## config.mk

```make
export PLATFORM = sky130hd
export DESIGN_NAME = alu_rr_sequencer
export DESIGN_NICKNAME = d
export VERILOG_FILES = /design/src/rtl/alu_pkg.sv /design/src/rtl/alu_rr_sequencer_rr_arb2.sv /design/src/rtl/alu_rr_sequencer.sv
export SDC_FILE = /design/constraint.sdc
export NUM_CORES = 1
export LEC_CHECK = 0
export ABC_AREA = 1
export BUFFER_PORTS_ARGS = -buffer_cell sky130_fd_sc_hd__buf_2
export CORE_ASPECT_RATIO = 1.4
export CORE_MARGIN = 1
export CORE_UTILIZATION = 32
export CTS_CLUSTER_SIZE = 16
export DETAILED_ROUTE_END_ITERATION = 12
export MAX_ROUTING_LAYER = met4
export PLACE_DENSITY = 0.63
export SLEW_MARGIN = 20
export SYNTH_ARGS = -nofsm -noshare
export SYNTH_HDL_FRONTEND = slang
export SYNTH_SLANG_ARGS = --single-unit
```

## constraint.sdc

```tcl
create_clock -name clk -period 1.3 [get_ports clk]
set_clock_uncertainty 0.15 [all_clocks]
set_input_delay 0.13 -clock clk [delete_from_list [all_inputs] [get_ports clk]]
set_output_delay 0.13 -clock clk [all_outputs]
set_load 0.02 [all_outputs]
```

## src/rtl/alu_pkg.sv

```systemverilog
// Shared definitions for the 4-bit ALU/NPU core and its job sequencer:
// flag bit positions, mode and opcode encodings, sequencer state encoding.
package alu_pkg;

  localparam int FLG_Z = 3;
  localparam int FLG_C = 2;
  localparam int FLG_S = 1;
  localparam int FLG_E = 0;

  localparam logic MODE_ALU = 1'b0;
  localparam logic MODE_NPU = 1'b1;

  localparam logic [3:0] OP_ADD = 4'h0;
  localparam logic [3:0] OP_SUB = 4'h1;
  localparam logic [3:0] OP_MUL = 4'h2;
  localparam logic [3:0] OP_DIV = 4'h3;
  localparam logic [3:0] OP_MOD = 4'h4;
  localparam logic [3:0] OP_AND = 4'hA;
  localparam logic [3:0] OP_OR  = 4'hB;
  localparam logic [3:0] OP_XOR = 4'hC;
  localparam logic [3:0] OP_NOT = 4'hD;

  localparam logic [3:0] NPU_RELU = 4'h0;
  localparam logic [3:0] NPU_MIN  = 4'h1;
  localparam logic [3:0] NPU_AVG  = 4'h2;
  localparam logic [3:0] NPU_MAX  = 4'h3;

  typedef enum logic [1:0] {
    ST_IDLE = 2'd0,
    ST_WAIT = 2'd1,
    ST_RESP = 2'd2
  } seq_state_t;

endpackage

```

## src/rtl/alu_rr_sequencer_rr_arb2.sv

```systemverilog
// Two-way round-robin grant: a lone requester always wins; when both
// request, the one that did not win last time is granted.
module rr_arb2 (
  input  logic [1:0] req_valid,
  input  logic       last_grant,
  output logic [1:0] grant
);

  // One-hot grant from the current requests and the previous winner
  always_comb begin
    grant = 2'b00;
    case (req_valid)
      2'b01:   grant = 2'b01;
      2'b10:   grant = 2'b10;
      2'b11:   grant = last_grant ? 2'b01 : 2'b10;
      default: grant = 2'b00;
    endcase
  end

endmodule

```

## src/rtl/alu_rr_sequencer.sv

```systemverilog
// Shares one 4-bit ALU/NPU core between two requesters. One job at a time:
// operands are latched on accept, held on the core inputs while the core
// latency elapses, then result/flags are returned tagged with the requester.
module alu_rr_sequencer
  import alu_pkg::*;
#(
  parameter int ALU_LAT  = 2,
  parameter int ERRCNT_W = 8
) (
  input  logic                clk,
  input  logic                rst_n,
  input  logic [1:0]          req_valid,
  output logic [1:0]          req_ready,
  input  logic [7:0]          req_a,
  input  logic [7:0]          req_b,
  input  logic [7:0]          req_op,
  input  logic [1:0]          req_mode,
  output logic [3:0]          alu_a,
  output logic [3:0]          alu_b,
  output logic [3:0]          alu_op,
  output logic                alu_mode,
  input  logic [3:0]          alu_result,
  input  logic [3:0]          alu_flags,
  output logic                rsp_valid,
  input  logic                rsp_ready,
  output logic                rsp_id,
  output logic [3:0]          rsp_result,
  output logic [3:0]          rsp_flags,
  output logic                busy,
  output logic [ERRCNT_W-1:0] err_count
);

  localparam int CNT_W = (ALU_LAT < 2) ? 1 : $clog2(ALU_LAT + 1);

  seq_state_t       state, state_nxt;
  logic [CNT_W-1:0] cnt;
  logic             job_id;
  logic             last_grant;
  logic [1:0]       grant;
  logic             accept;
  logic             acc_id;
  logic             capture;

  function automatic logic [ERRCNT_W-1:0] sat_inc(input logic [ERRCNT_W-1:0] v);
    return (&v) ? v : v + ERRCNT_W'(1);
  endfunction

  rr_arb2 u_arb (
    .req_valid  (req_valid),
    .last_grant (last_grant),
    .grant      (grant)
  );

  // Only IDLE offers a grant, so nothing is accepted on the response edge
  assign req_ready = (state == ST_IDLE) ? grant : 2'b00;
  assign accept    = |(req_valid & req_ready);
  assign acc_id    = req_ready[1];
  assign capture   = (state == ST_WAIT) && (cnt == '0);
  assign busy      = (state != ST_IDLE);

  // State register
  always_ff @(posedge clk or negedge rst_n) begin
    if (!rst_n) state <= ST_IDLE;
    else        state <= state_nxt;
  end

  // Next-state: accept -> wait out core latency -> hold response until taken
  always_comb begin
    state_nxt = state;
    case (state)
      ST_IDLE: if (accept)      state_nxt = ST_WAIT;
      ST_WAIT: if (cnt == '0)   state_nxt = ST_RESP;
      ST_RESP: if (rsp_ready)   state_nxt = ST_IDLE;
      default:                  state_nxt = ST_IDLE;
    endcase
  end

  // Latch the winning requester's operands onto the core and arm the latency counter
  always_ff @(posedge clk or negedge rst_n) begin
    if (!rst_n) begin
      alu_a      <= '0;
      alu_b      <= '0;
      alu_op     <= '0;
      alu_mode   <= 1'b0;
      job_id     <= 1'b0;
      last_grant <= 1'b1;
      cnt        <= '0;
    end else if (accept) begin
      alu_a      <= req_a[{acc_id, 2'b00} +: 4];
      alu_b      <= req_b[{acc_id, 2'b00} +: 4];
      alu_op     <= req_op[{acc_id, 2'b00} +: 4];
      alu_mode   <= req_mode[acc_id];
      job_id     <= acc_id;
      last_grant <= acc_id;
      cnt        <= CNT_W'(ALU_LAT);
    end else if ((state == ST_WAIT) && (cnt != '0)) begin
      cnt <= cnt - CNT_W'(1);
    end
  end

  // Capture the core output once the latency has elapsed; release on handshake
  always_ff @(posedge clk or negedge rst_n) begin
    if (!rst_n) begin
      rsp_valid  <= 1'b0;
      rsp_id     <= 1'b0;
      rsp_result <= '0;
      rsp_flags  <= '0;
    end else if (capture) begin
      rsp_valid  <= 1'b1;
      rsp_id     <= job_id;
      rsp_result <= alu_result;
      rsp_flags  <= alu_flags;
    end else if ((state == ST_RESP) && rsp_ready) begin
      rsp_valid  <= 1'b0;
    end
  end

  // Saturating count of jobs that came back with the error flag set
  always_ff @(posedge clk or negedge rst_n) begin
    if (!rst_n)                           err_count <= '0;
    else if (capture && alu_flags[FLG_E]) err_count <= sat_inc(err_count);
  end

endmodule

```

==> results_dict.tcl <==
set metrics [dict create \
    outcome "finished, violations left" \
    violations "negative setup slack" \
    syn_area_um2 1810 \
    finalHoldViolCount 0 \
    grt_pass1_wl_mm 9.25 \
    numCtsBuffers 5 \
    die_w_um 65.5 \
    multiInputGateArea_um2 1010 \
    layout_setup_ws_ns -0.212 \
    antennaDiodeCount 0 \
    fill_cells 466 \
    path_class "flop to primary output" \
    synth_top_family_by_area "simple AND/OR/NAND/NOR gates" \
    yosys.area_share.simple_pct 29.2 \
    dp_hpwl_mm 3.12 \
    rsz0062_at_grt "yes" \
    routed_via_density 4.66 \
    finalWeightedCongestion 0.773 \
    leakagePower_nw 1.63 \
    ys_ff_latch 37 \
    cts_tree "yes" \
    hold_class "primary input to flop" \
    startpoint_type "flop" \
    start_util_pct 33.0 \
    drive_gt1_share_pct 50.7 \
    route.detailed.drc 0 \
    regArea_um2 930 \
    path_delay_family "flip-flops" \
    place.port_buffers 72 \
    post-route-period-util_pct 116 \
    cp.required_ns 1.02 \
    crit_buf_inv 2 \
    clock_latency_ns 0.29 \
    synth.area.mux_share_pct 0 \
    fin_util_pct 59.1 \
    syn-mean-instance-area_um2 8.37 \
    slew_viol_final 0 \
    critPathMaxStageDelay_ns 0.54 \
    min_period_ns 1.51 \
    power_density_nw_per_um2 2100 \
    yosys_warnings 0 \
    synth_compound_area_share_pct 10.4 \
    cp_data_arrival_time_ns 1.23 \
    post_drt_wl_per_cell_um 13.5 \
    path_cells "nand2_2 -> nand2_4 -> buf_12 -> nor2_4 -> buf_6" \
    dr.pass1.iters 4 \
    fmax_mhz 661 \
    worstMarginPinSlew_ns 0.216 \
    critPathCaptureType "primary output" \
    vias 1970 \
    synth-adder-area-share_pct 1.38 \
    synth-xor-area-share_pct 1.45 \
    core_area_um2 5490 \
    grt_pass1_vias 2053 \
    grtUsageTotal_pct 20.8 \
    cts_max_path_buffers 2 \
    drt_iter0_markers 30 \
    cp_slowest_cell "dfstp_2" \
    cts-root-buf "clkbuf_8" \
    rows 32 \
    ys_types 24 \
    setup_viol 26 \
    max-vdd-ir-drop_mv 1.36 \
    cp_max_fo 3 \
    clk_pin_slew_ns 0.07 \
    synth_seq_area_share_pct 51.3 \
    die_area_um2 5960 \
    area_delta_synth_final_pct 79.4 \
    wl_mm 5.71 \
    antenna_found_initial 0 \
    grt_max_degree 38 \
    die_h_um 90.9 \
    maxSlewHeadroom_pct 85.5 \
    cts_htree_levels 2 \
    synthesis.nets 257 \
    ant_nets 0 \
    fin_nets 395 \
    ios 73 \
    cap_viol_max_count 0 \
    synth_cells 216 \
    pre_cts_ws_ns -0.121 \
    cts.sinks 37 \
    gr-total-overflow 0 \
]
-- cells in the mapped netlist, drive strengths merged --
| library cell | number | area, um2 |
|---|---|---|
| xor2 | 2 | 17.5 |
| buf | 5 | 46.3 |
| ha | 2 | 25.0 |
| nand2 | 86 | 358 |
| dfrtp | 36 | 901 |
| dfstp | 1 | 26.3 |
| inv | 17 | 63.8 |
| clkinv | 1 | 3.75 |
| a21oi | 1 | 5.00 |
| xnor2 | 1 | 8.76 |
| nand4 | 2 | 12.5 |
| o21ai | 29 | 175 |
| o31ai | 1 | 7.51 |
| nor2 | 22 | 105 |
| nand3 | 9 | 45.0 |
| nand3b | 1 | 7.51 |
-- area by class of cell --
cell class	count	share of cell area (%)
clock buffers	6	2.24
clock inverters	2	0.309
inverters	18	2.28
multi-input cells	157	31.2
flip-flops and latches	37	28.7
well taps	68	2.62
repair buffers	135	32.7
-- final timing paths --
kind | from | endpoint | slack, ns | cells past startpoint
max in group asynchronous | rst_n | last_grant$_DFFE_PN1P_ | 0.56 | 3
setup / recovery | last_grant$_DFFE_PN1P_ | req_ready[1] | -0.21 | 5
hold / removal | alu_flags[0] | rsp_flags[0]$_DFFE_PN0P_ | 0.01 | 3
hold reg to reg | last_grant$_DFFE_PN1P_ | last_grant$_DFFE_PN1P_ | 0.33 | 2
setup reg to reg | last_grant$_DFFE_PN1P_ | alu_b[2]$_DFFE_PN0P_ | -0.20 | 8
min in group asynchronous | rst_n | rsp_flags[1]$_DFFE_PN0P_ | 0.19 | 3
-- layout by cell type, fill, tap and decap left out --
cell | Yosys | layout
xor2_1 | 2 | 2
nand4_1 | 2 | 2
buf_6 | 3 | 11
o31ai_1 | 1 | 1
o21ai_4 | 0 | 1
nor2_2 | 0 | 2
clkbuf_8 | 0 | 5
dlygate4sd3_1 | 0 | 34
buf_8 | 0 | 2
nand2_4 | 3 | 8
clkinv_2 | 0 | 3
buf_4 | 1 | 14
o21ai_0 | 10 | 4
a21oi_1 | 1 | 1
inv_6 | 0 | 1
nand3_4 | 0 | 1
nor2_1 | 19 | 6
dfrtp_2 | 0 | 2
o21ai_1 | 11 | 12
nand2_1 | 78 | 61
dfrtp_1 | 36 | 34
ha_4 | 0 | 2
nand2_2 | 5 | 18
dfstp_2 | 1 | 1
buf_2 | 1 | 68
nand3b_1 | 1 | 1
nand3_1 | 9 | 4
xnor2_1 | 1 | 1
clkbuf_1 | 0 | 1
inv_2 | 3 | 5
nand3_2 | 0 | 4
buf_12 | 0 | 6
o21ai_2 | 8 | 12
inv_1 | 14 | 11
nor2_4 | 3 | 14
-- stage by stage --
step / hold WS (ns) / cells / TNS [ns] / area (um2) / total power [mW]
global placement: -0.0340 / 370 / -1.27 / 2410 / 4.93
finish: 0.0122 / 423 / -3.32 / 3240 / 6.81
CTS: 0.00782 / 420 / -3.25 / 3090 / 6.34
detailed placement: -0.0356 / 370 / -1.96 / 2410 / 4.97
global route: 0.0346 / 423 / -5.43 / 3240 / 7.28
floorplan: -0.316 / 216 / -0.467 / 1850 / 3.89
-- what timing repair did --
action / 4_1_cts / 5_1_grt
gates resized for setup: 50 / 38
buffers inserted: 8 / 3
hold buffers: 34 / 0
setup endpoints to repair: 37 / 38
hold endpoints to repair: 59 / 0
pin swaps: 21 / 19
cloned: 1 / 0
-- logic make-up after synthesis --
family	after synthesis
AOI/OAI and AO/OA	31
xor gates and xnor gates	3
adders and majority gates	2
buffers and inverters	23
DFF	37
and+or+nand+nor	120
-- report_power, final --
| group | internal, mW | switching, mW |
|---|---|---|
| Sequential | 1.66 | 0.342 |
| Combinational | 1.79 | 2.24 |
| Clock | 0.372 | 0.409 |
| Total | 3.83 | 2.99 |
-- per-layer routing --
layer	share of wire, %	track usage (%)	wire length, um
met1	36	22.6	2040
met2	56	36.2	3200
met3	5.0	4.27	283
met4	3.3	8.33	187
met5	0	-	0
-- flip-flops by register name, indices dropped and copies added (netlist names) --
name / flops
err_count: 8
alu_a: 4
alu_b: 4
alu_op: 4
rsp_flags: 4
rsp_result: 4
cnt: 2
state: 2
alu_mode: 1
job_id: 1
last_grant: 1
rsp_id: 1
rsp_valid: 1
-- worst min-delay path, stage by stage --
cell	delay [ns]
buf_2	0.10
nand4_1	0.12
nand2_1	0.06
Power figures use the tool's default switching activity.
